==> src/rtl/issue_pkg.sv <==
// Shared types and constants for the issue controller.
// Latency: n/a (declarations only).
// Backpressure: n/a.
// Contents: FSM state enum, control-bundle bit positions, default register-index width.
package issue_pkg;

    typedef enum logic [1:0] {
        ST_RUN   = 2'd0,
        ST_STALL = 2'd1,
        ST_DRAIN = 2'd2
    } issue_state_t;

    // Bit positions inside the decoded control bundle
    localparam int CTRL_VALID    = 0;
    localparam int CTRL_REGWRITE = 1;
    localparam int CTRL_ALUSRC   = 2;
    localparam int CTRL_MEMRE    = 3;
    localparam int CTRL_MEMWR    = 4;

    localparam int NUM_A_REGS_DEF = 32;
    localparam int RW_DEF         = $clog2(NUM_A_REGS_DEF);

endpackage

==> src/rtl/reg_scoreboard.sv <==
// Busy scoreboard: one bit per architectural register with a write in flight.
// Latency: set/clear take effect on the next edge; busy lookups are combinational.
// Backpressure: none; the owner decides when to set, clear or drop.
// Ports: core_clk/arst_n; set_en/set_idx (issue), clr_en/clr_idx (writeback),
//        drop_en/drop_idx (flushed slot); rs1/rs2/rd_idx lookups -> *_busy;
//        any_busy = some register still pending.
module reg_scoreboard #(
    parameter int NUM_REGS = 32,
    parameter int RW       = $clog2(NUM_REGS)
) (
    input  logic          core_clk,
    input  logic          arst_n,
    input  logic          set_en,
    input  logic [RW-1:0] set_idx,
    input  logic          clr_en,
    input  logic [RW-1:0] clr_idx,
    input  logic          drop_en,
    input  logic [RW-1:0] drop_idx,
    input  logic [RW-1:0] rs1_idx,
    input  logic [RW-1:0] rs2_idx,
    input  logic [RW-1:0] rd_idx,
    output logic          rs1_busy,
    output logic          rs2_busy,
    output logic          rd_busy,
    output logic          any_busy
);

    logic [NUM_REGS-1:0] busy_q;
    logic [NUM_REGS-1:0] busy_d;
    logic [NUM_REGS-1:0] set_mask;
    logic [NUM_REGS-1:0] wb_mask;
    logic [NUM_REGS-1:0] drop_mask;
    logic [NUM_REGS-1:0] eff;

    always_comb begin
        set_mask  = '0;
        wb_mask   = '0;
        drop_mask = '0;
        if (set_en)  set_mask[set_idx]   = 1'b1;
        if (clr_en)  wb_mask[clr_idx]    = 1'b1;
        if (drop_en) drop_mask[drop_idx] = 1'b1;
    end

    // A writeback landing this cycle already unblocks its consumers.
    assign eff = busy_q & ~wb_mask;

    // Set is applied last so a new writer beats a retiring one on the same index.
    always_comb begin
        busy_d    = (busy_q & ~wb_mask & ~drop_mask) | set_mask;
        busy_d[0] = 1'b0;
    end

    always_ff @(posedge core_clk or negedge arst_n) begin
        if (!arst_n) busy_q <= '0;
        else         busy_q <= busy_d;
    end

    assign rs1_busy = eff[rs1_idx];
    assign rs2_busy = eff[rs2_idx];
    assign rd_busy  = eff[rd_idx];
    assign any_busy = |busy_q;

endmodule

==> src/rtl/issue_controller.sv <==
// Issue/hazard controller: one-entry issue register between decode and execute, stalls on RAW/WAW.
// Latency: accepted instruction appears on ex_* one cycle later; same-cycle writeback unblocks a stall.
// Backpressure: dec_ready_o low on hazard, full unaccepted slot, flush, drain or reset; slot holds while ex_ready_i low.
// Ports: clk_i/rst_ni; dec_* handshake + rd/rs1/rs2/alu_op/control; ex_* issue slot with ex_ready_i;
//        wb_valid_i/wb_rd_i retire writes; flush_i starts a drain; illegal_o pulse; drain_busy_o.
// Optional: ISSUE_PERF_CNT_EN adds stall_cnt_o and issue_cnt_o.
module issue_controller
    import issue_pkg::*;
#(
    parameter int NUM_A_REGS           = NUM_A_REGS_DEF,
    parameter int ALU_OP_SIZE          = 4,
    parameter int CONTR_SIG_SIZE       = 5,
    parameter int CONTR_VALID_INDEX    = CTRL_VALID,
    parameter int CONTR_REGWRITE_INDEX = CTRL_REGWRITE,
    localparam int RW                  = $clog2(NUM_A_REGS)
) (
    input  logic                      clk_i,
    input  logic                      rst_ni,
    input  logic                      dec_valid_i,
    output logic                      dec_ready_o,
    input  logic [RW-1:0]             rd_i,
    input  logic [RW-1:0]             rs1_i,
    input  logic [RW-1:0]             rs2_i,
    input  logic [ALU_OP_SIZE-1:0]    alu_op_i,
    input  logic [CONTR_SIG_SIZE-1:0] control_i,
    output logic                      ex_valid_o,
    input  logic                      ex_ready_i,
    output logic [RW-1:0]             ex_rd_o,
    output logic [RW-1:0]             ex_rs1_o,
    output logic [RW-1:0]             ex_rs2_o,
    output logic [ALU_OP_SIZE-1:0]    ex_alu_op_o,
    output logic [CONTR_SIG_SIZE-1:0] ex_control_o,
    input  logic                      wb_valid_i,
    input  logic [RW-1:0]             wb_rd_i,
    input  logic                      flush_i,
    output logic                      illegal_o,
    output logic                      drain_busy_o
`ifdef ISSUE_PERF_CNT_EN
    ,
    output logic [31:0]               stall_cnt_o,
    output logic [31:0]               issue_cnt_o
`endif
);

    issue_state_t state_q, state_d;

    logic rs1_busy, rs2_busy, rd_busy, any_busy;
    logic ctrl_valid, ctrl_regwrite;
    logic hazard, slot_free, accept, issue, drop;

    assign ctrl_valid    = control_i[CONTR_VALID_INDEX];
    assign ctrl_regwrite = control_i[CONTR_REGWRITE_INDEX];
    assign hazard        = rs1_busy | rs2_busy | (ctrl_regwrite & rd_busy);
    assign slot_free     = ~ex_valid_o | ex_ready_i;

    always_comb begin
        state_d      = state_q;
        accept       = 1'b0;
        drain_busy_o = 1'b0;
        case (state_q)
            ST_RUN, ST_STALL: begin
                if (flush_i) begin
                    state_d = ST_DRAIN;
                end else begin
                    // Invalid instructions are swallowed regardless of hazards.
                    accept  = dec_valid_i & slot_free & (~ctrl_valid | ~hazard);
                    state_d = (dec_valid_i & ctrl_valid & hazard) ? ST_STALL : ST_RUN;
                end
            end
            ST_DRAIN: begin
                drain_busy_o = 1'b1;
                if (!any_busy && !ex_valid_o) state_d = ST_RUN;
            end
            default: state_d = ST_RUN;
        endcase
    end

    assign dec_ready_o = accept & rst_ni;
    assign issue       = accept & ctrl_valid;
    // A flush discards a slot execute has not taken yet; one it takes this cycle stays issued.
    assign drop        = flush_i & (state_q != ST_DRAIN) & ex_valid_o & ~ex_ready_i;

    reg_scoreboard #(
        .NUM_REGS (NUM_A_REGS),
        .RW       (RW)
    ) u_scoreboard (
        .core_clk (clk_i),
        .arst_n   (rst_ni),
        .set_en   (issue & ctrl_regwrite & (rd_i != '0)),
        .set_idx  (rd_i),
        .clr_en   (wb_valid_i),
        .clr_idx  (wb_rd_i),
        .drop_en  (drop & ex_control_o[CONTR_REGWRITE_INDEX]),
        .drop_idx (ex_rd_o),
        .rs1_idx  (rs1_i),
        .rs2_idx  (rs2_i),
        .rd_idx   (rd_i),
        .rs1_busy (rs1_busy),
        .rs2_busy (rs2_busy),
        .rd_busy  (rd_busy),
        .any_busy (any_busy)
    );

    always_ff @(posedge clk_i or negedge rst_ni) begin
        if (!rst_ni) state_q <= ST_RUN;
        else         state_q <= state_d;
    end

    always_ff @(posedge clk_i or negedge rst_ni) begin
        if (!rst_ni) begin
            ex_valid_o   <= 1'b0;
            ex_rd_o      <= '0;
            ex_rs1_o     <= '0;
            ex_rs2_o     <= '0;
            ex_alu_op_o  <= '0;
            ex_control_o <= '0;
            illegal_o    <= 1'b0;
        end else begin
            illegal_o <= accept & ~ctrl_valid;
            if (issue) begin
                ex_valid_o   <= 1'b1;
                ex_rd_o      <= rd_i;
                ex_rs1_o     <= rs1_i;
                ex_rs2_o     <= rs2_i;
                ex_alu_op_o  <= alu_op_i;
                ex_control_o <= control_i;
            end else if (ex_ready_i || drop) begin
                ex_valid_o <= 1'b0;
            end
        end
    end

`ifdef ISSUE_PERF_CNT_EN
    always_ff @(posedge clk_i or negedge rst_ni) begin
        if (!rst_ni) begin
            stall_cnt_o <= '0;
            issue_cnt_o <= '0;
        end else begin
            if (state_q == ST_STALL || state_q == ST_DRAIN) stall_cnt_o <= stall_cnt_o + 32'd1;
            if (issue) issue_cnt_o <= issue_cnt_o + 32'd1;
        end
    end
`endif

endmodule
==> config.mk <==
export PLATFORM = sky130hd
export DESIGN_NAME = issue_controller
export DESIGN_NICKNAME = d
export VERILOG_FILES = /design/src/rtl/issue_pkg.sv /design/src/rtl/reg_scoreboard.sv /design/src/rtl/issue_controller.sv
export SDC_FILE = /design/constraint.sdc
export NUM_CORES = 1
export LEC_CHECK = 0
export BUFFER_PORTS_ARGS = -buffer_cell sky130_fd_sc_hd__buf_2
export CAP_MARGIN = 30
export CORE_ASPECT_RATIO = 1.5
export CORE_UTILIZATION = 49
export DETAILED_ROUTE_END_ITERATION = 6
export PLACE_DENSITY = 0.7
export SLEW_MARGIN = 25
export SYNTH_ARGS = -nofsm -noshare
export SYNTH_HDL_FRONTEND = slang
export SYNTH_SLANG_ARGS = --single-unit
==> constraint.sdc <==
create_clock -name clk_i -period 2.6 [get_ports clk_i]
set_input_delay 0.26 -clock clk_i [delete_from_list [all_inputs] [get_ports clk_i]]
set_output_delay 0.26 -clock clk_i [all_outputs]
set_load 0.03 [all_outputs]
==> results of run 1 <==
[report_power, final]
part / switching, mW / internal [mW] / leakage [nW] / total, mW
sequential: 0.149 / 1.12 / 0.786 / 1.27
clock: 0.462 / 0.745 / 0.142 / 1.21
combinational: 0.983 / 0.592 / 1.86 / 1.58
total: 1.59 / 2.46 / 2.78 / 4.05
[placed cells by master, fill, tap and decap left out, types with 14 or more instances in the layout]
cell type	Yosys	routed
buf_2	13	60
buf_4	0	101
dfrtp_1	59	59
mux2_2	25	23
mux2i_1	18	18
nand2_1	21	20
nor2_1	16	16
o21ai_0	22	15
o221ai_1	14	14
o31ai_4	0	21
[worst min path at each step]
stage,to,cells past startpoint,slack [ps]
after floorplan,ex_alu_op_o[0],0,-40
after global placement,ex_control_o[0],1,450
after detailed placement,ex_control_o[0],1,450
after CTS,illegal_o,2,120
after global routing,illegal_o,2,130
final,illegal_o,2,110
[cell type report]
class                   instances  area (sq um)  area share (%)
clock buffers                   9         225.2           3.487
clock inverters                 7         76.32           1.182
inverters                      10         37.54          0.5812
multi-input cells             344          3088           47.81
flip-flops and latches         59          1476           22.86
well taps                     107         133.9           2.073
repair buffers                185          1421           22.01
[registers in the layout (all words and copies together) (netlist names)]
| register | cells |
|---|---|
| ex_alu_op_o | 4 |
| ex_control_o | 5 |
| ex_rd_o | 5 |
| ex_rs1_o | 5 |
| ex_rs2_o | 5 |
| ex_valid_o | 1 |
| illegal_o | 1 |
| state_q | 2 |
| u_scoreboard.busy_q | 31 |
[worst max-delay path, cell delays in order]
cell	delay [ps]
buf_8	100
buf_8	120
or4b_4	570
o2111a_1	260
a2111oi_2	340
a311o_1	170
o311a_1	200
buf_6	120
o211ai_4	150
buf_12	180
buf_6	110
clkbuf_16	160
o31ai_4	240
[through the flow]
stage | area [sq um] | total power [mW] | worst slack (ps) | util (%) | hold slack (ps)
floorplan | 4379 | 2.176 | 3.942 | - | -35.59
global placement | 5381 | 2.683 | -349.9 | 63.19 | 446.3
detailed placement | 5381 | 2.713 | -382.0 | 63.19 | 454.4
CTS | 5896 | 3.948 | -134.3 | 69.23 | 115.2
global route | 6459 | 4.193 | -252.6 | 75.84 | 132.4
finish | 6459 | 4.054 | -167.3 | 75.84 | 114.9
[layer usage]
metal  track usage [%]  up-vias
li1                  -     2126
met1             44.39     2373
met2             59.64      393
met3             7.674      127
met4             27.27        0
met5                 0        -
[cell usage after synthesis (all sizes together) (4+ instances only)]
master / count
nor3: 7
nand3b: 7
nor2: 16
o311ai: 7
xor2: 4
a311oi: 8
nand4: 4
o21ai: 23
o22ai: 5
xnor2: 5
nand2: 21
mux2i: 18
o221ai: 14
mux2: 32
buf: 20
nor2b: 9
nand2b: 13
nor4b: 4
a31oi: 5
or2: 4
dfrtp: 59
inv: 10
or3: 11
o21bai: 4
clkbuf: 18
o32ai: 6
o211ai: 11
nor4: 8
o311a: 4
o31ai: 30
nand3: 10
[repair_timing]
| action | in CTS | in global routing |
|---|---|---|
| cloned | 3 | 4 |
| setup endpoints to repair | 8 | 55 |
| pin swaps | 9 | 33 |
| hold endpoints to repair | 0 | 0 |
| resized for setup | 26 | 80 |
| buffers inserted | 6 | 20 |
[cell families after synthesis]
family | Yosys count | synth area share, %
buffers and inverters | 48 | 5.347
xor gates and xnor gates | 9 | 1.801
and+or+nand+nor | 133 | 18.10
muxes | 52 | 13.98
AOI/OAI and AO/OA | 150 | 27.02
DFF | 59 | 33.74
==> results.cfg, run 1 <==
[outcome]
status = finished with violations
violations = negative setup slack

[floorplan]
ios = 63
start_util_pct = 51.38
core_sq_mm = 0.008516
die_w_um = 79.16
row_count = 41
fp.dieH_um = 117.7
die_area_sq_mm = 0.009319

[synth]
synthArstFlopShare_pct = 100.0
synthesis.nets = 486
synth_area_leaders = dfrtp_1 34%, mux2_2 6.4%, o31ai_1 5.1%
synth.yosys.seq_area_share_pct = 33.74
yosys_warnings = 0
syn_inst = 451
synthFlopType = dfrtp_1
synth_area_per_cell_sq_um = 9.702
synth-seq-cells = 59
netlist_area_sq_mm = 0.004375
synth_edf_count = 0
yosys.area.top_type = dfrtp_1
synth_cell_type_count = 71
synth_top_area_share_pct = 33.74

[sta]
period_needed_ps = 2767
finalCritPeriodShare_pct = 106.4
clock_skew_ps = 4.407
relSlewSlack_pct = 34.41
hold_violations = 0
setup_tns_ps = -2601
fin_ws_ps = -167.3
rsz0062_at_grt = yes
worst_slew_pin_slew_ps = 980.9
setup_violations = 38
max_freq_ghz = 0.3614
finalMaxSlewViolations = 0

[hold_path]
hold_path.startpoint = control_i[0]
min_path_type = primary input to flip-flop

[worst_setup_path]
end_kind = flip-flop
critPathRequiredTime_ps = 2840
r2r-start = u_scoreboard.busy_q[1]
worstRegToRegCells = 10
cp_data_arrival_time_ps = 3010
crit_type = primary input to flip-flop
reg2reg_to = ex_rd_o[0]
critPathMaxFanout = 7
crit_end = u_scoreboard.busy_q[23]
worstSetupStartpointType = primary input
rrSetupSlack_ps = -130
startpoint = wb_rd_i[3]

[flow_run]
cap_violations = 0

[placement]
io_buffers = 62
placed_cells = 678
gp_congestion = 1.027
dp_hpwl_mm = 12.30

[power]
power_density_mw_per_mm2 = 627.7
p_leak_nw = 2.785
ir_drop_mv = 0.6345

[cts]
clockRootBuffer = clkbuf_16
clk_latency_ps = 340
h-tree-depth = 3
cts_buffers = 9
path_clk_slew_ps = 60
cts_num_sinks = 59
cts_tree = built
cts_buffer_depth = 2
cts_hold_buf = 0

[routing]
drc = 0
vias = 5019
wl_met2_mm = 8.807
wl_per_cell_um = 25.71
detail_route.vias_per_cell = 6.961
ant_nets = 0
met1Wirelength_mm = 6.627
drt-total-wl_mm = 18.54
dr.pass1.iters = 5
routed.top_layer = met4
first_iter_violations = 478
met3WireLength_mm = 1.632

[layout]
final_nets = 644
area_growth_pct = 47.61
antenna_cells = 0
final_cells = 721
layout-drive-gt1-share_pct = 47.23
fill_cells = 586

[grt]
grt_overflow_total = 0
antenna_found_initial = 0
grt_pass1_vias = 4760
grt_usage_pct = 37.68
grt_pass1_wl_mm = 25.99
grt_max_degree = 60
Power figures use the tool's default switching activity.
==> run 2, diff against run 1 <==
--- a/config.mk
+++ b/config.mk
@@ -11,6 +11,7 @@
 export CORE_UTILIZATION = 49
 export DETAILED_ROUTE_END_ITERATION = 6
 export PLACE_DENSITY = 0.7
+export RECOVER_POWER = 25
 export SLEW_MARGIN = 25
 export SYNTH_ARGS = -nofsm -noshare
 export SYNTH_HDL_FRONTEND = slang
==> constraint.sdc (replaced) <==
create_clock -name clk_i -period 2.9 [get_ports clk_i]
set_input_delay 0.29 -clock clk_i [delete_from_list [all_inputs] [get_ports clk_i]]
set_output_delay 0.29 -clock clk_i [all_outputs]
set_load 0.03 [all_outputs]
==> results.cfg, run 2 (synthesized netlist as in run 1, its figures left out) <==
[layout]
largest_register = u_scoreboard.busy_q
final_nets = 594
layout-drive-gt1-share_pct = 37.06
largest_reg_flops = 31
multiInputGateArea_sq_mm = 0.002750
mostFrequentLayoutCells = 70 x buf_4, 59 x dfrtp_1, 59 x buf_2
fill_cells = 730
area_growth_pct = 27.74
finish.utilization_pct = 65.63
seq_area_sq_mm = 0.001476
final_cells = 671
design_area_sq_mm = 0.005589
final_common_cell = buf_4
antenna_cells = 0

[grt]
grt_usage_pct = 35.03
grt_pass1_wl_mm = 24.27
grt_max_degree = 60
grt_overflow_total = 0
antenna_found_initial = 0
grt_pass1_vias = 4555

[floorplan]
row_count = 41
core_sq_mm = 0.008516
ios = 63
start_util_pct = 51.38
fp.dieH_um = 117.7
die_area_sq_mm = 0.009319
die_w_um = 79.16

[worst_setup_path]
crit_type = primary input to output pin
worstPathCellList = buf_2 > nor4bb_4 > buf_4 > buf_4 > a31oi_2 > o41ai_2 > a311oi_1 > buf_4 > a311oi_2 > buf_4 > o211ai_1 > a21oi_1 > buf_4
critPathRequiredTime_ps = 2610
crit_top_cell = buf_4
cp.depth = 13
critPathMaxFanout = 7
cp_slowest_stage_delay_ps = 320
worstSetupStartpointType = primary input
crit_family = buffers and inverters
slowest_stage = nor4bb_4
cp_data_arrival_time_ps = 2520
cp_num_buf_inv = 6
end_kind = output pin
worstRegToRegCells = 11

[routing]
detail_route.vias_per_cell = 6.863
drc = 0
ant_nets = 0
dr.pass1.iters = 5
first_iter_violations = 402
wl_per_cell_um = 23.27
vias = 4605
drt-total-wl_mm = 15.62

[sta]
clock_skew_ps = 6.146
whs_ps = 138.4
rsz0062_at_grt = yes
worst_slew_pin_slew_ps = 1511
max_freq_ghz = 0.3555
finalMaxSlewViolations = 59
relSlewSlack_pct = -0.7334
period_needed_ps = 2813
setup_tns_ps = 0
setup_violations = 0
hold_violations = 0
finalCritPeriodShare_pct = 97.00

[hold_path]
holdPathStages = 2
min_path_type = primary input to flip-flop

[placement]
dp_hpwl_mm = 12.04
placed_cells = 653
io_buffers = 62
place_area_sq_mm = 0.005202
gp_congestion = 0.9751

[cts]
clk_latency_ps = 330
h-tree-depth = 3
path_clk_slew_ps = 50
cts_num_sinks = 59
cts_buffers = 9
clockRootBuffer = clkbuf_16
cts_tree = built
cts_buffer_depth = 2

[outcome]
violations = max-capacitance violations, max-slew violations
status = finished with violations

[flow_run]
cap_violations = 1

[power]
ir_drop_mv = 0.6919
power_density_mw_per_mm2 = 619.6
p_leak_nw = 2.425
run 2: path summary, 6_finish.rpt:
path / start / slack, ps / end
min reg2reg: ex_control_o[0] / 470 / ex_control_o[0]
max reg2reg: u_scoreboard.busy_q[17] / 180 / ex_control_o[3]
min in group asynchronous: rst_ni / 590 / u_scoreboard.busy_q[19]
min: control_i[0] / 140 / illegal_o
max in group asynchronous: rst_ni / 1380 / ex_rs2_o[3]
max: wb_rd_i[4] / 90 / dec_ready_o
run 2: routing by layer:
| metal | share of wire, % | up-vias | track usage, % |
|---|---|---|---|
| li1 | - | 2030 | - |
| met3 | 6.8 | 88 | 6.357 |
| met4 | 7.1 | 0 | 25.34 |
| met2 | 49 | 282 | 56.63 |
| met1 | 37 | 2205 | 40.70 |
| met5 | 0 | - | 0 |
run 2: area by class of cell:
cell class,count,share of cell area [%]
Clock buffer,9,4.030
Clock inverter,7,1.231
Inverter,10,0.6716
Multi-Input combinational cell,344,49.21
Sequential cell,59,26.42
Tap cell,107,2.395
Timing Repair Buffer,135,16.05
run 2: worst reg2reg max path, delay by kind of cell, from the launching register on:
kind	cells	cell delay, ps
buffers and inverters	4	720
AND/OR/NAND/NOR	1	110
AO/OA/AOI/OAI	5	950
flip-flops	1	470
multiplexers	1	350
run 2: stage by stage:
step	power, mW	setup WS [ps]
6_report	3.463	86.87
5_1_grt	3.620	-28.01
4_1_cts	3.460	33.57
3_5_place_dp	2.406	-203.5
3_3_place_gp	2.376	-132.7
2_1_floorplan	1.950	151.1
run 2: what timing repair did:
| action | in CTS | in global routing |
|---|---|---|
| buffers inserted | 0 | 2 |
| endpoints found under the setup margin | 1 | 20 |
| endpoints found under the hold margin | 0 | 0 |
| pin swaps | 0 | 3 |
| hold buffers | 0 | 0 |
| resized for setup | 5 | 14 |
run 2: power breakdown:
group | leakage, nW | switching, mW | internal (mW)
registers | 0.786 | 0.127 | 1.01
logic | 1.50 | 0.823 | 0.466
clock network | 0.141 | 0.380 | 0.660
